**src/rtl/regfile_client.sv**
```systemverilog
// Initiator for the register-file strobe/acknowledge protocol; serialises decode reads and writeback writes.
// Optional abandon-on-silence watchdog is compiled in with `define REGFILE_TIMEOUT_EN.
module regfile_client #(
    parameter int unsigned TIMEOUT_CYCLES = 15
) (
    input  logic        clk_i,
    input  logic        rst_n_i,
    input  logic        rd_req_i,
    input  logic [4:0]  rd_rs1_i,
    input  logic [4:0]  rd_rs2_i,
    output logic        rd_ready_o,
    output logic        rd_valid_o,
    output logic [31:0] rd_rs1_data_o,
    output logic [31:0] rd_rs2_data_o,
    input  logic        wr_req_i,
    input  logic [4:0]  wr_rd_i,
    input  logic [31:0] wr_data_i,
    output logic        wr_ready_o,
    output logic        wr_done_o,
    output logic        stb_read_o,
    output logic [4:0]  op_rs1_o,
    output logic [4:0]  op_rs2_o,
    input  logic        ack_read_i,
    input  logic [31:0] reg_rs1_i,
    input  logic [31:0] reg_rs2_i,
    output logic        stb_write_o,
    output logic [4:0]  op_rd_o,
    output logic [31:0] reg_rd_o,
    input  logic        ack_write_i,
    output logic        timeout_o
);

    typedef enum logic [1:0] {
        IDLE    = 2'd0,
        WAIT_WR = 2'd1,
        WAIT_RD = 2'd2
    } state_t;

    state_t      state_q, state_d;
    logic        stb_read_d, stb_write_d, rd_valid_d, wr_done_d;
    logic [4:0]  op_rs1_d, op_rs2_d, op_rd_d;
    logic [31:0] reg_rd_d, rd_rs1_data_d, rd_rs2_data_d;
    logic        ack_rd_ok, ack_wr_ok;

    // An acknowledge seen while our own strobe is still high is too early to count.
    assign ack_rd_ok = ack_read_i & ~stb_read_o;
    assign ack_wr_ok = ack_write_i & ~stb_write_o;

    assign wr_ready_o = (state_q == IDLE);
    assign rd_ready_o = (state_q == IDLE) & ~wr_req_i;

`ifdef REGFILE_TIMEOUT_EN
    localparam logic [7:0] CNT_LAST = 8'(TIMEOUT_CYCLES - 1);

    logic [7:0] wait_cnt_q, wait_cnt_d;
    logic       expired;
    logic       timeout_d;

    assign expired    = (wait_cnt_q == CNT_LAST);
    assign wait_cnt_d = (state_q == IDLE) ? '0 : wait_cnt_q + 8'd1;

    always_ff @(posedge clk_i or negedge rst_n_i) begin
        if (!rst_n_i) begin
            wait_cnt_q <= '0;
            timeout_o  <= 1'b0;
        end else begin
            wait_cnt_q <= wait_cnt_d;
            timeout_o  <= timeout_d;
        end
    end
`else
    logic [7:0] unused_timeout_cfg;

    assign unused_timeout_cfg = 8'(TIMEOUT_CYCLES);
    assign timeout_o          = 1'b0;
`endif

    always_comb begin
        state_d       = state_q;
        stb_read_d    = 1'b0;
        stb_write_d   = 1'b0;
        rd_valid_d    = 1'b0;
        wr_done_d     = 1'b0;
        op_rs1_d      = op_rs1_o;
        op_rs2_d      = op_rs2_o;
        op_rd_d       = op_rd_o;
        reg_rd_d      = reg_rd_o;
        rd_rs1_data_d = rd_rs1_data_o;
        rd_rs2_data_d = rd_rs2_data_o;
`ifdef REGFILE_TIMEOUT_EN
        timeout_d     = 1'b0;
`endif
        case (state_q)
            IDLE: begin
                if (wr_req_i) begin
                    op_rd_d  = wr_rd_i;
                    reg_rd_d = wr_data_i;
                    // x0 is hardwired to zero, so the regfile is never bothered.
                    if (wr_rd_i != 5'd0) begin
                        stb_write_d = 1'b1;
                        state_d     = WAIT_WR;
                    end else begin
                        wr_done_d = 1'b1;
                    end
                end else if (rd_req_i) begin
                    op_rs1_d   = rd_rs1_i;
                    op_rs2_d   = rd_rs2_i;
                    stb_read_d = 1'b1;
                    state_d    = WAIT_RD;
                end
            end
            WAIT_WR: begin
                if (ack_wr_ok) begin
                    wr_done_d = 1'b1;
                    state_d   = IDLE;
                end
`ifdef REGFILE_TIMEOUT_EN
                else if (expired) begin
                    timeout_d = 1'b1;
                    state_d   = IDLE;
                end
`endif
            end
            WAIT_RD: begin
                if (ack_rd_ok) begin
                    rd_rs1_data_d = reg_rs1_i;
                    rd_rs2_data_d = reg_rs2_i;
                    rd_valid_d    = 1'b1;
                    state_d       = IDLE;
                end
`ifdef REGFILE_TIMEOUT_EN
                else if (expired) begin
                    timeout_d = 1'b1;
                    state_d   = IDLE;
                end
`endif
            end
            default: state_d = IDLE;
        endcase
    end

    always_ff @(posedge clk_i or negedge rst_n_i) begin
        if (!rst_n_i) begin
            state_q       <= IDLE;
            stb_read_o    <= 1'b0;
            stb_write_o   <= 1'b0;
            rd_valid_o    <= 1'b0;
            wr_done_o     <= 1'b0;
            op_rs1_o      <= '0;
            op_rs2_o      <= '0;
            op_rd_o       <= '0;
            reg_rd_o      <= '0;
            rd_rs1_data_o <= '0;
            rd_rs2_data_o <= '0;
        end else begin
            state_q       <= state_d;
            stb_read_o    <= stb_read_d;
            stb_write_o   <= stb_write_d;
            rd_valid_o    <= rd_valid_d;
            wr_done_o     <= wr_done_d;
            op_rs1_o      <= op_rs1_d;
            op_rs2_o      <= op_rs2_d;
            op_rd_o       <= op_rd_d;
            reg_rd_o      <= reg_rd_d;
            rd_rs1_data_o <= rd_rs1_data_d;
            rd_rs2_data_o <= rd_rs2_data_d;
        end
    end

endmodule

```
**config.mk**
```make
export PLATFORM = sky130hd
export DESIGN_NAME = regfile_client
export DESIGN_NICKNAME = d
export VERILOG_FILES = /design/src/rtl/regfile_client.sv
export SDC_FILE = /design/constraint.sdc
export NUM_CORES = 1
export LEC_CHECK = 0
export ABC_CLOCK_PERIOD_IN_PS = 1650
export CAP_MARGIN = 10
export CORE_MARGIN = 2
export CORE_UTILIZATION = 45
export DETAILED_ROUTE_END_ITERATION = 6
export DONT_BUFFER_PORTS = 1
export GPL_ROUTABILITY_DRIVEN = 0
export GPL_TIMING_DRIVEN = 0
export RECOVER_POWER = 50
export SLEW_MARGIN = 0
export SYNTH_ARGS = -nofsm -noshare
export SYNTH_HDL_FRONTEND = slang
export SYNTH_SLANG_ARGS = --single-unit
```
**constraint.sdc**
```tcl
create_clock -name clk_i -period 1.65 [get_ports clk_i]
set_input_delay 0.33 -clock clk_i [delete_from_list [all_inputs] [get_ports clk_i]]
set_output_delay 0.33 -clock clk_i [all_outputs]
set_load 0.01 [all_outputs]
```
==> results of run 1 <==
-- cell usage after synthesis --
library cell  number
o32ai_1            1
buf_2              1
nor3_2             1
and2_1             2
conb_1             1
dfrtp_1          117
buf_4              3
inv_2              1
nand2b_1           2
inv_1              1
nor3_1             2
a31o_2             1
a21oi_1            1
nand2_1            2
buf_6              9
mux2_1            49
mux2_4             7
mux2_2            55
a32o_1             1
nor2_1             2
-- per-stage QoR --
step	TNS (ps)	hold WS, ps	setup slack [ps]	cells
2_1_floorplan	0	34.41	40.35	259
3_3_place_gp	-2906	36.84	-257.5	392
3_5_place_dp	-3173	36.59	-261.7	392
-- cells by family after synthesis --
| family | Yosys count | share of synthesized area |
|---|---|---|
| AO/OA/AOI/OAI | 4 | 0.007332 |
| AND/OR/NAND/NOR | 11 | 0.01354 |
| buffers and inverters | 15 | 0.03074 |
| multiplexers | 111 | 0.2876 |
| flip-flops | 117 | 0.6599 |
| other | 1 | 0.0008452 |
==> flow_summary.ini, run 1 <==
[run_status]
outcome = did not finish
lastStage = 4_1_cts
firstError = [ERROR RSZ-0060] Max buffer count reached.

[synth]
ys_seq_area_frac = 0.6599
synth_nets = 376
synth.largest_area_cell = dfrtp_1
ys.warnings.count = 0
ys_ff_latch = 117
synth_area_mm2 = 0.004437
netlist.area_leader.share = 0.6599
synth_area_leaders = dfrtp_1, mux2_2, mux2_1
yosysUniqueCellTypes = 20
syn_avg_cell_area_um2 = 17.13
syn-instance-count = 259

[clock_network]
postCtsSetupBuffers = 0
h-tree-depth = 4
ctsResizeCount = 7
cts_buffers = 17
clockBufferDepth = 2
root_buffer = clkbuf_8
cts_sinks = 117
postCtsHoldBufs = 101

[placed_design]
placed_area_mm2 = 0.004603
hpwl_mm = 6.295
port_buffers = 0

[floorplanning]
rows = 36
start_util = 0.4581
die_w_um = 103.3
ios = 235
die_height_um = 103.3
==> run 2: changes to the inputs <==
- CORE_UTILIZATION: 45 -> 30
- PLACE_DENSITY_LB_ADDON: not set -> 0.15
==> flow_summary.ini, run 2 <==
[floorplanning]
start_util = 0.3064
die_height_um = 125.6
die_w_um = 125.6
core_area_mm2 = 0.01448
ios = 235
die_area_mm2 = 0.01578
rows = 44

[run]
maxCapViolCount = 0

[critical_path]
r2r_slack_ps = 20
crit_fanout = 10
worstPathArrival_ps = 1910
r2r_start = stb_read_o
worst-setup-path-type = reg -> reg
worst_setup_path_start_kind = register
reg2reg_to = rd_rs1_data_o[19]
reg2reg_depth = 5
worstPathRequired_ps = 1930
critPathCaptureType = register

[cells_and_area]
layout-drive-gt1-share = 0.4916
areaGrowthSynthToFinish_pct = 26.85
multi_input_area_mm2 = 0.001515
antenna_cells = 0
nFillCells = 1335
reg_top3 = rd_rs1_data_o (32), rd_rs2_data_o (32), reg_rd_o (32)
regArea_mm2 = 0.002930
layout_commonest_cell = dfrtp_1
final_cell_mix = dfrtp_1, mux2_2, mux2_4
fin_area_mm2 = 0.005628
nNetsFinal = 403
final_cells = 483

[synth]
synth_top_family_by_area = multiplexers
synth_compound_area_frac = 0.007332
synth_common_cells = dfrtp_1, mux2_2, mux2_1
synth_nets = 376
synth_flop_cell = dfrtp_1
synthAdderAreaFrac = 0
synth.largest_area_cell = dfrtp_1
synth-simple-area-share = 0.01354
synth_area_leaders = dfrtp_1, mux2_2, mux2_1
synth_edf_count = 0
synth_area_mm2 = 0.004437
synth.area.mux_share = 0.2876
syn-instance-count = 259
ys_seq_area_frac = 0.6599
ys.warnings.count = 0
synth_most_common_cell = dfrtp_1
synth_xor_area_frac = 0
ys_ff_latch = 117
async_reset_ff_frac = 1.000
netlist.area_leader.share = 0.6599
syn_avg_cell_area_um2 = 17.13
yosysUniqueCellTypes = 20

[clock_network]
clkTransAtPathRegs_ps = 50
cts_sinks = 117
clock_latency_ps = 410
cts_buffers = 17
clockBufferDepth = 2
cts_tree = built
h-tree-depth = 4
root_buffer = clkbuf_16

[sta]
timing.fmax_ghz = 0.6120
slew_viol_final = 0
fin_ws_ps = 16.01
hold_ws_ps = -377.7
setup_viol = 0
fin_crit_ps = 1634
hold_violations = 117
period_share = 0.9903
finClkSkew_ps = 6.268
rsz0062_at_grt = true

[placed_design]
place_ws_ps = -168.5
hpwl_mm = 6.311
dp.cells = 443
placed_area_mm2 = 0.004667
port_buffers = 0

[global_routing]
overflow = 0
grt_pass1_wl_mm = 14.17
grt_pass1_vias = 2503
antenna_found_initial = 0
grtUsageTotal = 0.1182
grt_max_degree = 118

[power_and_ir_drop]
ir_drop_uv = 682.6
leakage_uw = 0.002456
powerDensity_mw_per_mm2 = 2168

[run_status]
outcome = finished, violations left
violations = negative hold slack

[route]
vias = 2287
viasPerCell = 4.735
wl_per_cell_um = 19.82
wirelength_mm = 9.572
drtIter0Drc = 57
drc_errors = 0
first_pass_iters = 3
final_antenna_net_count = 0

[min_path]
min_path_type = in -> async
[run 2: logic make-up (layout without fill, tap and decap cells)]
logic type      Yosys count  in the layout
mux                     111            111
compound gates            4              4
buf+inv                  15             55
other cells               1              1
simple gates             11             11
flops                   117            117
[run 2: layout make-up]
| class | instances | share of cell area |
|---|---|---|
| buffer | 12 | 0.03246 |
| clock inverter | 8 | 0.01734 |
| timing repair buffer | 9 | 0.03068 |
| clock buffer | 24 | 0.08737 |
| inverter | 2 | 0.001334 |
| multi-input combinational | 127 | 0.2692 |
| tap | 184 | 0.04091 |
| sequential | 117 | 0.5207 |
[run 2: repair_timing]
item / in CTS / in global routing
endpoints found under the hold margin: 117 / 117
cloned: 0 / 6
endpoints found under the setup margin: 87 / 100
pin swaps: 0 / 4
resized for setup: 6 / 48
buffers inserted: 1 / 2
[run 2: through the flow]
step	setup TNS (ps)	power, uW	util
2_1_floorplan	0	7371	-
3_3_place_gp	-3740	7939	0.3223
3_5_place_dp	-3543	8001	0.3223
4_1_cts	0	11740	0.3654
5_1_grt	-1798	12880	0.3887
6_report	0	12200	0.3887
[run 2: power breakdown]
part	internal, uW	switching [uW]	total, uW	leakage (uW)
sequential	4310	1710	6020	0.00140
clock	2370	1240	3610	0.000282
combinational	1800	765	2570	0.000773
[run 2: how the worst max path moves through the flow]
stage	from	to
3_3_place_gp	state_q[1]	op_rs2_o[2]
5_1_grt	stb_read_o	rd_rs2_data_o[1]
2_1_floorplan	state_q[1]	op_rs1_o[0]
6_report	stb_read_o	rd_rs1_data_o[19]
3_5_place_dp	state_q[0]	op_rs1_o[2]
4_1_cts	state_q[1]	reg_rd_o[28]
[run 2: critical path, cell delays in order, from the launching register on]
cell,delay [ps]
dfrtp_1,430
nand2b_4,180
nor3_4,230
buf_12,190
buf_8,150
mux2_1,330
[run 2: routing by layer]
layer,up-vias,wire length (um),track usage
li1,966,-,-
met4,0,161,0.06078
met5,-,0,0
met3,13,1269,0.07647
met2,163,4517,0.1739
met1,1145,3623,0.1318
Power figures use the tool's default switching activity.
